File: src/rtl/uart_pkg.sv
// Shared definitions for the 8N1 UART: state encodings, frame width and
// baud-rate divider helper used by both the receiver and transmitter.
package uart_pkg;

    localparam int DATA_BITS = 8;

    // The transmitter reuses IDLE..STOP; BREAK only exists on the receive side.
    typedef enum logic [2:0] {
        IDLE  = 3'd0,
        START = 3'd1,
        DATA  = 3'd2,
        STOP  = 3'd3,
        BREAK = 3'd4
    } uart_state_t;

    function automatic int clks_per_bit(input int clk_freq, input int baud);
        return clk_freq / baud;
    endfunction

endpackage

File: src/rtl/sync_2ff.sv
// Two-flop synchronizer for a single asynchronous input; the reset value is
// chosen per signal so an idle line does not look active after reset.
module sync_2ff #(
    parameter logic RST_VAL = 1'b1
) (
    input  logic clk,
    input  logic rst_n,
    input  logic d,
    output logic q
);

    logic meta;

    // NOTE: non-blocking assignments keep the two stages as two distinct flops;
    // blocking here would collapse the chain into a single register.
    always_ff @(posedge clk) begin
        if (!rst_n) begin
            meta <= RST_VAL;
            q    <= RST_VAL;
        end else begin
            meta <= d;
            q    <= meta;
        end
    end

endmodule

File: src/rtl/uart_rx.sv
// 8N1 serial receiver: synchronizes rx, locks onto each start bit, samples
// every bit at its midpoint and reports bytes or framing errors as pulses.
module uart_rx
    import uart_pkg::*;
#(
    parameter int CLK_FREQ = 50_000_000,
    parameter int BAUD     = 115200
) (
    input  logic                 clk,
    input  logic                 rst_n,
    input  logic                 rx,
    output logic [DATA_BITS-1:0] data,
    output logic                 valid,
    output logic                 frame_err,
    output logic                 busy
);

    localparam int CLKS_PER_BIT = clks_per_bit(CLK_FREQ, BAUD);
    localparam int HALF_BIT     = CLKS_PER_BIT / 2;
    localparam int CTR_WIDTH    = $clog2(CLKS_PER_BIT);

    localparam logic [CTR_WIDTH-1:0] HALF_LAST = CTR_WIDTH'(HALF_BIT - 1);
    localparam logic [CTR_WIDTH-1:0] BIT_LAST  = CTR_WIDTH'(CLKS_PER_BIT - 1);
    localparam logic [2:0]           IDX_LAST  = 3'(DATA_BITS - 1);

    logic                 rx_s;
    uart_state_t          state;
    logic [CTR_WIDTH-1:0] clk_ctr;
    logic [2:0]           bit_idx;
    logic [DATA_BITS-1:0] shift_reg;

    sync_2ff #(.RST_VAL(1'b1)) u_sync (
        .clk   (clk),
        .rst_n (rst_n),
        .d     (rx),
        .q     (rx_s)
    );

    assign busy = (state != IDLE);

    // NOTE: the data and shift registers are reset along with control state so
    // the byte output has a defined value before the first frame arrives.
    always_ff @(posedge clk) begin
        if (!rst_n) begin
            state     <= IDLE;
            clk_ctr   <= '0;
            bit_idx   <= '0;
            shift_reg <= '0;
            data      <= '0;
            valid     <= 1'b0;
            frame_err <= 1'b0;
        end else begin
            valid     <= 1'b0;
            frame_err <= 1'b0;
            case (state)
                IDLE: begin
                    if (!rx_s) begin
                        state   <= START;
                        clk_ctr <= '0;
                    end
                end
                START: begin
                    // Re-check the line at mid start bit to reject short glitches.
                    if (clk_ctr == HALF_LAST) begin
                        clk_ctr <= '0;
                        if (!rx_s) begin
                            state   <= DATA;
                            bit_idx <= '0;
                        end else begin
                            state <= IDLE;
                        end
                    end else begin
                        clk_ctr <= clk_ctr + 1'b1;
                    end
                end
                DATA: begin
                    if (clk_ctr == BIT_LAST) begin
                        shift_reg <= {rx_s, shift_reg[DATA_BITS-1:1]};
                        clk_ctr   <= '0;
                        if (bit_idx == IDX_LAST) begin
                            state <= STOP;
                        end else begin
                            bit_idx <= bit_idx + 1'b1;
                        end
                    end else begin
                        clk_ctr <= clk_ctr + 1'b1;
                    end
                end
                STOP: begin
                    // Leaving at mid stop bit lets an immediately following start bit be caught.
                    if (clk_ctr == BIT_LAST) begin
                        clk_ctr <= '0;
                        if (rx_s) begin
                            data  <= shift_reg;
                            valid <= 1'b1;
                            state <= IDLE;
                        end else begin
                            frame_err <= 1'b1;
                            state     <= BREAK;
                        end
                    end else begin
                        clk_ctr <= clk_ctr + 1'b1;
                    end
                end
                BREAK: begin
                    if (rx_s) begin
                        state <= IDLE;
                    end
                end
                default: state <= IDLE;
            endcase
        end
    end

endmodule

File: config.mk
export PLATFORM = sky130hd
export DESIGN_NAME = uart_rx
export DESIGN_NICKNAME = d
export VERILOG_FILES = /design/src/rtl/uart_pkg.sv /design/src/rtl/sync_2ff.sv /design/src/rtl/uart_rx.sv
export SDC_FILE = /design/constraint.sdc
export NUM_CORES = 1
export LEC_CHECK = 0
export CORE_ASPECT_RATIO = 0.9
export CORE_UTILIZATION = 53
export CTS_BUF_LIST = sky130_fd_sc_hd__clkbuf_8
export CTS_CLUSTER_DIAMETER = 150
export DETAILED_ROUTE_END_ITERATION = 6
export MAX_ROUTING_LAYER = met4
export PLACE_DENSITY = 0.77
export SLEW_MARGIN = 15
export SYNTH_ARGS = -nofsm -noshare
export SYNTH_HDL_FRONTEND = slang
export SYNTH_SLANG_ARGS = --single-unit
export TNS_END_PERCENT = 20
File: constraint.sdc
create_clock -name clk -period 2 [get_ports clk]
set_clock_uncertainty 0.1 [all_clocks]
set_input_delay 0.4 -clock clk [delete_from_list [all_inputs] [get_ports clk]]
set_output_delay 0.4 -clock clk [all_outputs]
set_load 0.005 [all_outputs]
==> impl_metrics.env, run 1 <==
export IMPL_max_cap_violations=0
export IMPL_synth_edf_count=0
export IMPL_boundaryPins=14
export IMPL_grt_pass1_vias=1378
export IMPL_min_period_ns=2.03
export IMPL_stdcell_count=261
export IMPL_die_x_um=61.3
export IMPL_grt_max_degree=14
export IMPL_worst_pin_slew_ns=0.379
export IMPL_antenna_left=0
export IMPL_cts_buffer_depth=2
export IMPL_synth_ff_type="dfxtp_1"
export IMPL_vias=1529
export IMPL_grt_antenna_before_repair=0
export IMPL_synthToLayoutAreaGrowth_pct=29.8
export IMPL_violations="negative setup slack"
export IMPL_p_leak_nw=0.821
export IMPL_synthArstFlopShare_pct=0
export IMPL_drv_slew=0
export IMPL_synth_area_top_cells="dfxtp_1 (42%), mux2i_1 (11%), nor2_1 (4.9%)"
export IMPL_path_cells="inv_2 > ha_1 > or4b_4 > o311a_4 > or4_1 > a21oi_1"
export IMPL_status="finished with violations"
export IMPL_r2r_end="state[1]"
export IMPL_numCtsBuffers=5
export IMPL_place_congestion=0.873
export IMPL_rsz0062_at_grt="yes"
export IMPL_dp_cells=248
export IMPL_clk_pin_slew_ns=0.08
export IMPL_die_y_um=55.4
export IMPL_total_power_mw=1.43
export IMPL_cp_required_ns=2.13
export IMPL_powerDensity_mw_per_mm2=657
export IMPL_setup_viol=2
export IMPL_worstPathArrival_ns=2.16
export IMPL_drt_initial_drc_count=141
export IMPL_routed_wirelength_mm=4.06
export IMPL_drcViolationCount=0
export IMPL_n_antenna_cell=0
export IMPL_core_mm2=0.00288
export IMPL_path_class="flip-flop to flip-flop"
export IMPL_grt_pass1_wl_mm=6.20
export IMPL_critPathMaxStageDelay_ns=0.45
export IMPL_via_per_inst=5.86
export IMPL_rrSetupSlack_ns=-0.03
export IMPL_ir_worst_vdd_mv=0.465
export IMPL_pre_cts_ws_ns=-0.0545
export IMPL_cts_tree="built"
export IMPL_synth_top_cell_by_area="dfxtp_1"
export IMPL_syn_area_mm2=0.00168
export IMPL_synth_top_area_share_pct=41.8
export IMPL_avgSynthCellArea_um2=8.97
export IMPL_min_path_type="flip-flop to flip-flop"
export IMPL_cp_end_kind="flip-flop"
export IMPL_crit_path_max_fanout=5
export IMPL_cts_root_buffer="clkbuf_8"
export IMPL_drive_gt1_share_pct=24.0
export IMPL_holdWs_ns=0.321
export IMPL_numPortBuffers=13
export IMPL_final_period_utilization_pct=102
export IMPL_fmax_mhz=493
export IMPL_r2r_start="clk_ctr[1]"
export IMPL_synth_cell_type_count=42
export IMPL_clkLatencyLatePin_ns=0.30
export IMPL_yosysSeqAreaShare_pct=41.8
export IMPL_fillCellCount=210
export IMPL_final_util_pct=75.5
export IMPL_worstRegToRegCells=6
export IMPL_grt_util_all_layers_pct=25.5
export IMPL_critPathCapture="state[1]"
export IMPL_dr_pass1_iters=4
export IMPL_synth_seq_cells=35
export IMPL_row_count=18
export IMPL_dieArea_mm2=0.00340
export IMPL_critPathSlowestCell="or4b_4"
export IMPL_yosys_warnings=0
export IMPL_layout_setup_ws_ns=-0.0303
export IMPL_dp_hpwl_mm=2.69
export IMPL_syn_inst=187
export IMPL_largest_reg_flops=9
export IMPL_clock_sinks=35
export IMPL_start_kind="flip-flop"
export IMPL_hold_violations=0
export IMPL_initial_core_util_pct=58.2
export IMPL_syn_num_nets=195
export IMPL_wire_per_inst_um=15.5
export IMPL_fin_nets=228
export IMPL_cts_htree_levels=2
export IMPL_grt_overflow_total=0
export IMPL_relSlewSlack_pct=74.5
export IMPL_hold_buffers=0
export IMPL_setup_worst_path_start="clk_ctr[1]"
[layout by cell type, fill, tap and decap left out, types with 2 or more instances in the layout]
cell type,count
clkdlybuf4s50_1,12
ha_1,5
clkbuf_8,5
inv_2,2
buf_4,22
nand4b_1,2
nor3_1,2
nand2_1,17
mux2i_1,19
nor4_1,5
dfxtp_2,4
nand2b_1,3
nor3_4,2
nor2_1,21
o211ai_1,3
o22ai_2,3
inv_1,3
nor4b_1,2
dfxtp_1,31
o21a_1,2
buf_6,3
nand4_1,3
a21oi_1,9
or4_1,2
or4b_4,2
nand3_1,9
[worst max-delay path, delay by kind of cell, from the launching register on]
family,cells,cell delay [ns]
AND/OR/NAND/NOR,2,0.87
adder cells (fa/ha/maj),1,0.12
flip-flops,1,0.33
AO/OA/AOI/OAI,2,0.49
buffers and inverters,1,0.06
[power by group]
group / internal (mW) / total, mW / switching (mW)
clock network: 0.371 / 0.646 / 0.275
registers: 0.701 / 0.705 / 0.00329
logic: 0.0342 / 0.0785 / 0.0444
[worst min path at each step]
stage / startpoint / endpoint / slack, ns / depth (start not counted)
2_1_floorplan: u_sync.meta / u_sync.q / 0.29 / 1
4_1_cts: u_sync.meta / u_sync.q / 0.33 / 1
6_report: u_sync.meta / u_sync.q / 0.32 / 1
3_3_place_gp: u_sync.meta / u_sync.q / 0.30 / 1
3_5_place_dp: u_sync.meta / u_sync.q / 0.31 / 1
5_1_grt: u_sync.meta / u_sync.q / 0.34 / 1
[stage by stage]
stage                     TNS (ns)  instance area, um^2
after CTS                   -0.291                 2080
after global routing        -0.412                 2180
after global placement           0                 1970
after floorplan                  0                 1680
final                      -0.0559                 2180
after detailed placement    -0.192                 1970
[final cells by class]
type,count,area [um^2],area share [%]
Multi-Input combinational cell,132,927,42.6
Timing Repair Buffer,39,352,16.1
Inverter,7,30.0,1.38
Tap cell,40,50.0,2.30
Clock inverter,3,43.8,2.01
Sequential cell,35,706,32.4
Clock buffer,5,68.8,3.16
[synth_stat cells, types with 2 or more instances]
library cell,instances
nor3_1,2
dfxtp_1,35
inv_1,6
nand3_1,9
nand4b_1,2
o21ai_0,2
or4_1,2
nand4_1,3
o211ai_1,3
nor4_1,5
clkbuf_1,8
o22ai_1,4
nand2_1,17
buf_2,4
nor2_1,22
ha_1,5
a21oi_1,9
nor3_4,2
mux2i_1,19
o21a_1,3
nor4b_1,2
nand2b_1,3
[repair_timing]
item,in CTS,in global routing
pin swaps,0,3
resized for setup,5,14
setup endpoints to repair,9,19
buffers inserted,0,5
[cells by family (layout without fill, tap and decap cells)]
logic type / Yosys count / in the layout / synth area share, %
AOI/OAI and AO/OA: 30 / 30 / 12.4
adders and majority gates: 5 / 5 / 3.73
buffers and inverters: 20 / 54 / 5.22
DFF: 35 / 35 / 41.8
muxes: 19 / 19 / 11.3
and+or+nand+nor: 78 / 78 / 25.6
[per-layer routing]
| metal | track usage, % | routed length [um] | part of all wire (%) |
|---|---|---|---|
| met1 | 31.8 | 1710 | 42 |
| met5 | - | 0 | 0 |
| met2 | 36.6 | 1960 | 48 |
| met3 | 7.73 | 285 | 7.0 |
| met4 | 12.7 | 107 | 2.6 |
(Power assumes the default switching activity.)
==> run 2, diff against run 1 <==
--- a/config.mk
+++ b/config.mk
@@ -5,6 +5,7 @@
 export SDC_FILE = /design/constraint.sdc
 export NUM_CORES = 1
 export LEC_CHECK = 0
+export CAP_MARGIN = 20
 export CORE_ASPECT_RATIO = 0.9
 export CORE_UTILIZATION = 53
 export CTS_BUF_LIST = sky130_fd_sc_hd__clkbuf_8
==> results of run 2 <==
Final layout, timing and power as in run 1 (identical DEF).
